<file path="config.mk">
export PLATFORM = sky130hd
export DESIGN_NAME = arm_instr_encoder
export DESIGN_NICKNAME = d
export VERILOG_FILES = /design/src/rtl/arm_isa_pkg.sv /design/src/rtl/arm_word_pack.sv /design/src/rtl/arm_instr_encoder.sv
export SDC_FILE = /design/constraint.sdc
export NUM_CORES = 1
export LEC_CHECK = 0
export BUFFER_PORTS_ARGS = -buffer_cell sky130_fd_sc_hd__buf_2
export CORE_UTILIZATION = 25
export CTS_CLUSTER_SIZE = 25
export DETAILED_ROUTE_END_ITERATION = 12
export PLACE_DENSITY_LB_ADDON = 0.15
export SLEW_MARGIN = 20
export SYNTH_ARGS = -nofsm -noshare
export SYNTH_HDL_FRONTEND = slang
export SYNTH_SLANG_ARGS = --single-unit
</file>
<file path="constraint.sdc">
create_clock -name clk -period 3.1 [get_ports clk]
set_clock_uncertainty 0.15 [all_clocks]
set_input_delay 0.465 -clock clk [delete_from_list [all_inputs] [get_ports clk]]
set_output_delay 0.465 -clock clk [all_outputs]
set_load 0.01 [all_outputs]
</file>
<file path="src/rtl/arm_isa_pkg.sv">
// Shared ISA constants for the ARM subset encoder and its decoder counterpart.
package arm_isa_pkg;

  // Request kinds accepted by the encoder.
  typedef enum logic [1:0] {
    KIND_DP_IMM = 2'b00,
    KIND_DP_REG = 2'b01,
    KIND_MEM    = 2'b10,
    KIND_BR     = 2'b11
  } kind_e;

  // Error codes reported by the encoder.
  typedef enum logic [1:0] {
    ERR_NONE        = 2'b00,
    ERR_ILLEGAL_CMD = 2'b01,
    ERR_RANGE       = 2'b10,
    ERR_FULL        = 2'b11
  } err_code_e;

  // Data-processing commands supported by the ALU.
  localparam logic [3:0] CMD_AND = 4'b0000;
  localparam logic [3:0] CMD_SUB = 4'b0010;
  localparam logic [3:0] CMD_ADD = 4'b0100;
  localparam logic [3:0] CMD_ORR = 4'b1100;

  // Major opcodes (instruction bits 27:26).
  localparam logic [1:0] OP_DP  = 2'b00;
  localparam logic [1:0] OP_MEM = 2'b01;
  localparam logic [1:0] OP_BR  = 2'b10;

  // Branch bits 25:24 (link bit clear).
  localparam logic [1:0] BR_FUNCT = 2'b10;

  localparam logic [3:0] COND_AL = 4'hE;

  // Bit positions inside the 6-bit funct field (instruction bits 25:20).
  localparam int FUNCT_I      = 5;
  localparam int FUNCT_CMD_HI = 4;
  localparam int FUNCT_CMD_LO = 1;
  localparam int FUNCT_S      = 0;
  localparam int FUNCT_P      = 4;
  localparam int FUNCT_U      = 3;
  localparam int FUNCT_B      = 2;
  localparam int FUNCT_W      = 1;
  localparam int FUNCT_L      = 0;

  // True when cmd is one of the four implemented DP commands.
  function automatic logic is_dp_cmd(input logic [3:0] cmd);
    case (cmd)
      CMD_AND, CMD_SUB, CMD_ADD, CMD_ORR: return 1'b1;
      default:                            return 1'b0;
    endcase
  endfunction

endpackage

</file>
<file path="src/rtl/arm_word_pack.sv">
// Combinational packer: request fields plus current word address -> 32-bit word and error code.
module arm_word_pack
  import arm_isa_pkg::*;
#(
  parameter int ADDR_W = 6
) (
  input  kind_e             kind,
  input  logic [3:0]        cond,
  input  logic [3:0]        cmd,
  input  logic              s,
  input  logic              l,
  input  logic [3:0]        rn,
  input  logic [3:0]        rd,
  input  logic [3:0]        rm,
  input  logic [23:0]       imm,
  input  logic [ADDR_W-1:0] cur_addr,
  output logic [31:0]       word,
  output err_code_e         err_code
);

  // Memory offset: 13-bit two's complement, encoded as sign (U) plus magnitude.
  logic [12:0] mem_off;
  logic        mem_neg;
  logic [12:0] mem_mag;

  // Branch offset: target minus (PC+8) in words, with two guard bits for the sign.
  logic [ADDR_W+1:0] br_target;
  logic [ADDR_W+1:0] br_pc8;
  logic [ADDR_W+1:0] br_diff;
  logic [23:0]       br_imm24;

  // Bits of the operand that no request kind consumes.
  logic unused_imm_bits;

  assign mem_off   = imm[12:0];
  assign mem_neg   = mem_off[12];
  assign mem_mag   = mem_neg ? (13'd0 - mem_off) : mem_off;
  assign br_target = {2'b00, imm[ADDR_W-1:0]};
  assign br_pc8    = {2'b00, cur_addr} + (ADDR_W+2)'(2);
  assign br_diff   = br_target - br_pc8;
  assign br_imm24  = {{(24-ADDR_W-2){br_diff[ADDR_W+1]}}, br_diff};
  assign unused_imm_bits = ^imm[23:13];

  // Field assembly per request kind; errors are flagged alongside the word.
  always_comb begin
    logic [5:0]  funct;
    logic [11:0] src2;
    funct    = '0;
    src2     = '0;
    word     = '0;
    err_code = ERR_NONE;
    case (kind)
      KIND_DP_IMM, KIND_DP_REG: begin
        funct[FUNCT_I]                   = (kind == KIND_DP_IMM);
        funct[FUNCT_CMD_HI:FUNCT_CMD_LO] = cmd;
        funct[FUNCT_S]                   = s;
        if (kind == KIND_DP_IMM) begin
          src2 = imm[11:0];
        end else begin
          src2 = {imm[4:0], imm[6:5], 1'b0, rm};
        end
        word = {cond, OP_DP, funct, rn, rd, src2};
        if (!is_dp_cmd(cmd)) begin
          err_code = ERR_ILLEGAL_CMD;
        end
      end
      KIND_MEM: begin
        funct[FUNCT_P] = 1'b1;
        funct[FUNCT_U] = ~mem_neg;
        funct[FUNCT_B] = 1'b0;
        funct[FUNCT_W] = 1'b0;
        funct[FUNCT_L] = l;
        src2           = mem_mag[11:0];
        word           = {cond, OP_MEM, funct, rn, rd, src2};
        // Only -4096 has a magnitude that does not fit in 12 bits.
        if (mem_mag[12]) begin
          err_code = ERR_RANGE;
        end
      end
      default: begin
        word = {cond, OP_BR, BR_FUNCT, br_imm24};
      end
    endcase
  end

endmodule

</file>
<file path="src/rtl/arm_instr_encoder.sv">
// Instruction encoder: accepts field-level requests and streams packed ARM words with sequential addresses.
module arm_instr_encoder
  import arm_isa_pkg::*;
#(
  parameter int ADDR_W = 6
) (
  input  logic              clk,
  input  logic              reset,
  input  logic              start,
  input  logic              in_valid,
  output logic              in_ready,
  input  logic [1:0]        in_kind,
  input  logic [3:0]        in_cond,
  input  logic [3:0]        in_cmd,
  input  logic              in_s,
  input  logic              in_l,
  input  logic [3:0]        in_rn,
  input  logic [3:0]        in_rd,
  input  logic [3:0]        in_rm,
  input  logic [23:0]       in_imm,
  input  logic              in_last,
  output logic              out_valid,
  input  logic              out_ready,
  output logic [ADDR_W-1:0] out_addr,
  output logic [31:0]       out_word,
  output logic [ADDR_W:0]   count,
  output logic              busy,
  output logic              done,
  output logic              err,
  output logic [1:0]        err_code
);

  typedef enum logic [2:0] {
    S_IDLE = 3'd0,
    S_RUN  = 3'd1,
    S_EMIT = 3'd2,
    S_DONE = 3'd3,
    S_ERR  = 3'd4
  } state_e;

  state_e            state_q, state_d;
  logic [ADDR_W-1:0] addr_q, addr_d;
  logic [ADDR_W:0]   count_q, count_d;
  logic              full_q, full_d;
  err_code_e         err_code_q, err_code_d;
  logic [31:0]       word_q, word_d;
  logic              last_q, last_d;

  logic [31:0]       pack_word;
  err_code_e         pack_err;

  arm_word_pack #(
    .ADDR_W (ADDR_W)
  ) u_pack (
    .kind     (kind_e'(in_kind)),
    .cond     (in_cond),
    .cmd      (in_cmd),
    .s        (in_s),
    .l        (in_l),
    .rn       (in_rn),
    .rd       (in_rd),
    .rm       (in_rm),
    .imm      (in_imm),
    .cur_addr (addr_q),
    .word     (pack_word),
    .err_code (pack_err)
  );

  // Next-state and handshake logic; start overrides everything, reset suppresses handshakes.
  always_comb begin
    state_d    = state_q;
    addr_d     = addr_q;
    count_d    = count_q;
    full_d     = full_q;
    err_code_d = err_code_q;
    word_d     = word_q;
    last_d     = last_q;
    in_ready   = 1'b0;
    out_valid  = 1'b0;
    if (start) begin
      state_d    = S_RUN;
      addr_d     = '0;
      count_d    = '0;
      full_d     = 1'b0;
      err_code_d = ERR_NONE;
      word_d     = '0;
      last_d     = 1'b0;
    end else if (!reset) begin
      case (state_q)
        S_RUN: begin
          in_ready = 1'b1;
          if (in_valid) begin
            if (full_q) begin
              state_d    = S_ERR;
              err_code_d = ERR_FULL;
            end else if (pack_err != ERR_NONE) begin
              state_d    = S_ERR;
              err_code_d = pack_err;
            end else begin
              state_d = S_EMIT;
              word_d  = pack_word;
              last_d  = in_last;
            end
          end
        end
        S_EMIT: begin
          out_valid = 1'b1;
          if (out_ready) begin
            // The top address is used once; the full flag then blocks further requests.
            if (addr_q == {ADDR_W{1'b1}}) begin
              full_d = 1'b1;
            end else begin
              addr_d = addr_q + 1'b1;
            end
            count_d = count_q + 1'b1;
            state_d = last_q ? S_DONE : S_RUN;
          end
        end
        default: ;
      endcase
    end
  end

  // State and datapath registers.
  always_ff @(posedge clk) begin
    if (reset) begin
      state_q    <= S_IDLE;
      addr_q     <= '0;
      count_q    <= '0;
      full_q     <= 1'b0;
      err_code_q <= ERR_NONE;
      word_q     <= '0;
      last_q     <= 1'b0;
    end else begin
      state_q    <= state_d;
      addr_q     <= addr_d;
      count_q    <= count_d;
      full_q     <= full_d;
      err_code_q <= err_code_d;
      word_q     <= word_d;
      last_q     <= last_d;
    end
  end

  assign out_addr = addr_q;
  assign out_word = word_q;
  assign count    = count_q;
  assign busy     = (state_q == S_RUN) || (state_q == S_EMIT);
  assign done     = (state_q == S_DONE);
  assign err      = (state_q == S_ERR);
  assign err_code = err_code_q;

endmodule

</file>
Yosys cells after proc, flatten, opt, wreduce, memory -nomap -nowiden
Cells that the tools add are included.

word-level totals
  register bits = 52
  input bits = 54
  output and inout bits = 52
  logic and storage cells = 71

operators by class
  add/subtract/negate cells = 5
  eq/ne operators = 14
  mux-type cells = 23
  bitwise gates (word level) = 4
  reductions and logical operators = 17

operators by type and width
  operator                                             number
  one-hot mux 28 bit (2 select lines)                  1
  AND reduction 3 bit                                  5
  two-way mux 13 bit                                   1
  subtractor 1 x 13 -> 13 bit, first input constant    1
  two-way mux 12 bit                                   1
  two-way mux 3 bit                                    4
  two-way mux 1 bit                                    10
  two-way mux 2 bit                                    4
  subtractor 6 x 8 -> 8 bit                            1
  adder 6 x 2 -> 7 bit, second input constant          1
  adder 7 x 1 -> 7 bit, second input constant          1
  adder 6 x 1 -> 6 bit, second input constant          1
  equality test 3 x 2 -> 1 bit, second input constant  2
  equality test 6 bit, second input constant           1
  != test 3 bit, second input constant                 2
  one-hot mux 3 bit (2 select lines)                   1
  nonzero test 2 bit                                   3
  equality test 4 x 2 -> 1 bit, second input constant  1
  equality test 4 x 3 -> 1 bit, second input constant  1
  equality test 4 bit, second input constant           1
  zero test 4 bit                                      1
  != test 2 bit, second input constant                 2
  inverter 1 bit                                       4
  one-hot mux 2 bit (2 select lines)                   1
  other kinds (11)                                     12

Logic depth before layout (Yosys ltp)
Gate-level depths: netlist of the first run.

  word-level depth = 12
  mapped depth = 9
  gate-level depth less buffers = 9

Hierarchy
From an unflattened synthesis of the first run, not the netlist that was laid out.

second synthesis, totals
  cells, all modules = 421
  area total of the unflattened synthesis = 3353.2 µm²

modules (own cells, without submodules)
  module             times used  cells each  area each (µm²)
  arm_instr_encoder  1           241         2162.1
  arm_word_pack      1           180         1191.1

Worst setup path before layout of the first run
OpenSTA, ideal clock, no wires.

  path type = register to register
  start = register addr_q[1] (netlist: out_addr[1])
  end = register word_q[7] (netlist: out_word[7])
  library setup time = 0.123 ns
  arrival = 2.220 ns
  data required time = 2.827 ns
  path slack = 0.608 ns
  cell stages (with the launch flop) = 9
  clock period less this slack = 2.492 ns
  path through = dfxtp_1 > ha_1 > xnor2_1 > ha_1 > o2111a_1 > o21ai_0 > a311oi_4 > buf_6 > a21oi_2

on the way
  cells in the longest elaborated chain, start to end = 3

ends and longest elaborated chain
  what                                 line                      RTL
  from (decl)                          arm_instr_encoder.sv:42   logic [ADDR_W-1:0] addr_q, addr_d;
  from (signal assigned)               arm_instr_encoder.sv:136  addr_q <= addr_d;
  adder 6 x 2 -> 7 bit                 arm_word_pack.sv:39       assign br_pc8 = {2'b00, cur_addr} + (ADDR_W+2)'(2);
  subtractor 6 x 8 -> 8 bit            arm_word_pack.sv:40       assign br_diff = br_target - br_pc8;
  one-hot mux 28 bit (2 select lines)  arm_word_pack.sv:52       case (kind)
  to (signal assigned)                 arm_instr_encoder.sv:140  word_q <= word_d;
  to (decl)                            arm_instr_encoder.sv:46   logic [31:0] word_q, word_d;

No other way between the ends.
A chain may end at the register's enable or synchronous reset.

Worst setup path after layout of the first run
  start = register addr_q[1] (netlist: out_addr[1])
  end = register word_q[8] (netlist: out_word[8])

The elaborated chain is that of the path after synthesis.

==> results.md, run 1 <==
* Status: completed
* Cell taking the most area after synthesis: dfxtp_1
* GRT Overall Usage at 15.0%
* Hold path start: reset
* Worst-case reg-to-reg path depth at 8
* CTS Buf Count at 5
* Cells after Synth at 385
* Ant diodes at 0
* Nets at 545
* Initial core utilization at 26.0%
* Global-route wire length before repair at 15200 µm
* Most frequent cells in the layout: buf_2 (94), nand2_1 (58), dfxtp_1 (52)
* Pleak at 1.69 nW
* Worst hold path type: primary input to flop
* Syn-to-layout area delta at 24.9%
* Synth Register Bits at 52
* Final setup fails at 0
* R2R Path End: out_word[8]
* Cell area after layout at 0.00396 mm²
* CP most frequent cell: ha_1
* Post-Syn Area per Cell at 8.24 µm²
* Synth top area cells: dfxtp_1 (33%), nand2_1 (6.9%), ha_1 (5.9%)
* I/O Buffers at 94
* Vias in the first global route at 2906
* Cell area after synthesis at 0.00317 mm²
* RSZ-0062 raised after global routing: no
* F_max at 0.362 GHz
* H-tree Lvls at 2
* CTS tree: yes
* DRC violations left at 0
* Die Y at 115 µm
* FFs w/ async S/R, synth at 0%
* DP HPWL at 7010 µm
* Resized cells post-CTS at 0
* Initial antenna violation count at 0
* Setup TNS at 0 ps
* Crit path max-delay cell type: dfxtp_1
* Fillers at 1346
* Slew margin rel. at 57.3%
* Post-synth EDFFs at 0
* Flop pwr share at 45.3%
* Worst-skew pair later-pin latency at 300 ps
* Clock power frac at 38.0%
* Yosys warnings at 0
* Share of the synthesized area in the top cell type at 32.8%
* Clock Sinks at 52
* Root Driver: clkbuf_16
* Synth unique cells at 70
* Max Cap Viol at 0
* Slew @ Worst Pin at 641 ps
* Main flop type after synthesis: dfxtp_1
* DRT Pass-1 Iters at 4
* Post-CTS Setup Inserts at 0
* Via-to-Cell Ratio at 4.72
* Most common cell after layout, fill and taps aside: buf_2
* VDD IR max at 0.000177 V
* Post-route clock period utilization at 89.1%
* Crit Path Category: flop to flop
* Max stage delay on crit path at 560 ps
* Worst-path fanout max at 17
* Share of layout cells above drive strength 1 at 29.8%
* Final Max Tran Viols at 0
* Vias at 3038
* Average wire per standard cell at 14.6 µm
* Overflow after GRT at 0
* CP cell instances: ha_1 > xnor2_1 > ha_1 > o2111a_1 > o21ai_0 > a311oi_4 > buf_4 > a31oi_1
* Switching part of the total at 28.4%
* Cell total after placement at 636
* Psw at 430 µW
* Reg2reg start: out_addr[1]
* P_int at 1.08 mW
* Power density over cell area at 382 mW/mm²
* Area post-placement at 0.00381 mm²
* Final Hold Vio Count at 0
* Placer Congestion at 0.799
* Final Non-Filler Cells at 644
* Register area share after synthesis at 32.8%
* Die area at 0.0131 mm²
* Critical Path Start Type: flop
* CP required at 3120 ps
* Num rows at 40
* WHS Endpoint: state_q[0]
* Die W at 115 µm
* Largest net degree at the start of global routing at 36
* Clock Path Buffers at 2
* Worst-path clk slew at 70 ps
* Critical Path Sink Type: flop
* WL final at 9420 µm
* Fin crit period at 2760 ps
* Core ar. at 0.0122 mm²
* Flop2flop setup slack at 340 ps
* Hold Path Depth at 2
* Final ANT Viol Nets at 0
* Hold buffers post-CTS at 0
* Critical Path AT at 2780 ps
* DR iter-0 viols at 237
* I/O Pins at 106
* Synth Net Count at 455
* Logic pwr share at 16.7%
==> metrics by stage <==
stage | utilization, % | hold WS [ps] | setup WS, ps | total power [mW]
global placement | 31.2 | 291 | 390 | 0.955
floorplan | - | 287 | 608 | 0.862
detailed placement | 31.2 | 297 | 355 | 0.957
CTS | 32.4 | 186 | 336 | 1.55
global route | 32.4 | 201 | 156 | 1.60
finish | 32.4 | 193 | 338 | 1.51
==> logic make-up (layout without fill, tap and decap cells) <==
group | count (synthesis) | after routing | synth area share [%]
AO/OA/AOI/OAI | 120 | 120 | 25.9
multiplexers | 8 | 8 | 2.64
XOR/XNOR | 19 | 19 | 5.25
buffers and inverters | 31 | 122 | 4.85
AND/OR/NAND/NOR | 139 | 139 | 22.0
adder cells (fa/ha/maj) | 16 | 16 | 6.55
flip-flops | 52 | 52 | 32.8
==> power by group through the flow <==
stage                     Combinational (mW)  Clock (mW)  Sequential (mW)
after floorplan                        0.156           0            0.706
after global placement                 0.254           0            0.701
after detailed placement               0.255           0            0.702
after CTS                              0.257       0.603            0.686
after global routing                   0.285       0.628            0.687
final                                  0.253       0.576            0.686
==> routing by layer <==
| layer | global-route usage [%] | wire length (µm) | share of wire, % |
|---|---|---|---|
| met5 | 0 | 0 | 0 |
| met4 | 5.19 | 127 | 1.3 |
| met3 | 3.18 | 426 | 4.5 |
| met2 | 23.9 | 4340 | 46 |
| met1 | 20.0 | 4530 | 48 |
==> registers in the layout (all words and copies together) (netlist names) <==
register and count:
count 7, err_code 2, out_word 32, full_q 1, last_q 1, state_q 3, out_addr 6
==> cell usage after synthesis, types with 2 or more instances <==
master	count
nor2_1	31
and2_1	2
nand4_1	4
or2_2	3
inv_1	11
a31oi_1	6
clkbuf_1	9
o31ai_1	2
a2111oi_0	2
buf_6	4
a21oi_2	9
ha_1	15
mux2i_1	5
a211oi_1	6
or3_1	3
and4_1	2
mux2_2	3
nand3_1	7
xnor2_1	9
nand2_1	58
nor3_1	6
dfxtp_1	52
o21ai_0	33
nor3b_1	2
a21o_1	2
nand4b_1	2
xor2_1	10
and3_1	2
buf_2	5
nor2b_1	5
a21oi_1	35
nand2b_1	2
==> critical path, delay by kind of cell, from the launching register on <==
kind | cells | cell delay [ps]
buf+inv | 1 | 330
xor+xnor | 1 | 90
compound gates | 4 | 830
fa+ha+maj | 2 | 660
flops | 1 | 560
==> area by class of cell <==
type | instances | area (µm²) | area share, %
clock buffer | 5 | 125 | 3.16
clock inverter | 3 | 27.5 | 0.695
inverter | 11 | 41.3 | 1.04
multi-input combinational | 302 | 1980 | 49.9
sequential | 52 | 1040 | 26.3
tap | 168 | 210 | 5.31
timing repair buffer | 103 | 538 | 13.6
==> worst max path at each step <==
stage / cells after the start / to / startpoint
after detailed placement: 8 / out_word[8] / out_addr[1]
after global routing: 8 / out_word[8] / out_addr[1]
final: 8 / out_word[8] / out_addr[1]
after CTS: 8 / out_word[8] / out_addr[1]
after global placement: 8 / out_word[8] / out_addr[1]
after floorplan: 8 / out_word[7] / out_addr[1]
Power figures use the tool's default switching activity.
==> run 2: changes to the inputs <==
Settings changed: CORE_MARGIN set to 4, CTS_BUF_LIST set to sky130_fd_sc_hd__clkbuf_4 sky130_fd_sc_hd__clkbuf_8 sky130_fd_sc_hd__clkbuf_16.
==> results.md, run 2 (synthesized netlist as in run 1, its figures left out) <==
* Status: completed
* Hold buffers post-CTS at 0
* I/O Buffers at 94
* Slew margin rel. at 57.0%
* Final Hold Vio Count at 0
* Final Non-Filler Cells at 644
* Die area at 0.0146 mm²
* Share of layout cells above drive strength 1 at 29.8%
* Pwr Total at 1.67 mW
* Ant diodes at 0
* DP HPWL at 7300 µm
* Max Cap Viol at 0
* Num rows at 40
* DRC violations left at 0
* Critical Path Start Type: flop
* DR iter-0 viols at 127
* Most common cell after layout, fill and taps aside: buf_2
* Global-route wire length before repair at 15500 µm
* Average wire per standard cell at 15.2 µm
* Setup TNS at 0 ps
* F_max at 0.369 GHz
* Initial core utilization at 26.0%
* Worst-skew pair later-pin latency at 300 ps
* Worst hold path type: primary input to flop
* VDD IR max at 0.000386 V
* Final ANT Viol Nets at 0
* Clock Sinks at 52
* Syn-to-layout area delta at 26.2%
* Resized cells post-CTS at 0
* Crit Path Category: flop to flop
* Pleak at 1.71 nW
* Cell total after placement at 636
* Via-to-Cell Ratio at 4.78
* Post-route clock period utilization at 87.4%
* Core ar. at 0.0122 mm²
* CP required at 3120 ps
* WL final at 9780 µm
* Worst-path clk slew at 70 ps
* Slew @ Worst Pin at 645 ps
* Die W at 121 µm
* Post-CTS Setup Inserts at 0
* Clock Path Buffers at 2
* Reg area at 0.00104 mm²
* CTS tree: yes
* Largest net degree at the start of global routing at 36
* Critical Path AT at 2730 ps
* Final Max Tran Viols at 0
* Initial antenna violation count at 0
* DRT Pass-1 Iters at 4
* Overflow after GRT at 0
* Final setup fails at 0
* Die Y at 121 µm
* Critical Path Sink Type: flop
* Vias at 3078
* Root Driver: clkbuf_16
* Power density over cell area at 417 mW/mm²
* GRT Overall Usage at 13.3%
* Most frequent cells in the layout: buf_2 (94), nand2_1 (58), dfxtp_1 (52)
* Vias in the first global route at 2888
* Fin crit period at 2710 ps
* Max FFs per register at 32
* Fillers at 1369
* CTS Buf Count at 5
* Placer Congestion at 0.795
* H-tree Lvls at 2
* Worst-path fanout max at 17
* Multi-input gate area at 0.00198 mm²
* I/O Pins at 106
* Nets at 545
* RSZ-0062 raised after global routing: no
[run 2: cell count changes in the layout (fill, tap and decap cells not counted), sizes merged]
cell,before,now
clkinv,1,0
clkinvlp,1,0
bufinv,0,2
[run 2: per-layer routing]
layer  vias to the layer above  part of all wire [%]  track usage, %
met1                      1437                    49            18.3
met5                         -                     0               0
li1                       1558                     -               -
met3                         9                   5.2            3.13
met2                        74                    45            20.8
met4                         0                   1.1            3.33
[run 2: layout make-up]
type | count | share of cell area [%]
well taps | 168 | 5.25
clock buffers | 5 | 3.13
multi-input cells | 302 | 49.4
flip-flops and latches | 52 | 26.0
clock inverters | 3 | 1.72
inverters | 11 | 1.03
repair buffers | 103 | 13.4
[run 2: worst paths after layout]
path | start | endpoint | slack, ps | depth (start not counted)
worst min register to register | out_word[27] | out_word[27] | 300 | 2
worst min-delay path | reset | state_q[0] | 200 | 2
worst max register to register | out_addr[1] | out_word[8] | 390 | 8
worst max-delay path | out_addr[1] | out_word[8] | 390 | 8
[run 2: critical path, stage by stage, from the launching register on]
cell      delay (ps)
dfxtp_1          540
ha_1             310
xnor2_1           90
ha_1             350
o2111a_1         210
o21ai_0          170
a311oi_4         330
buf_4            320
a31oi_1          110
[run 2: through the flow]
stage / cell area, µm² / hold WS, ps / utilization, % / setup slack, ps
after CTS: 4000 / 188 / 32.8 / 362
final: 4000 / 196 / 32.8 / 391
after global placement: 3810 / 290 / 31.2 / 417
after floorplan: 3170 / 287 / - / 608
after global routing: 4000 / 190 / 32.8 / 180
after detailed placement: 3810 / 295 / 31.2 / 369
[run 2: report_power, final]
group | switching (mW) | internal [mW]
clock network | 0.263 | 0.466
logic | 0.155 | 0.0989
registers | 0.00714 | 0.679
total | 0.425 | 1.24
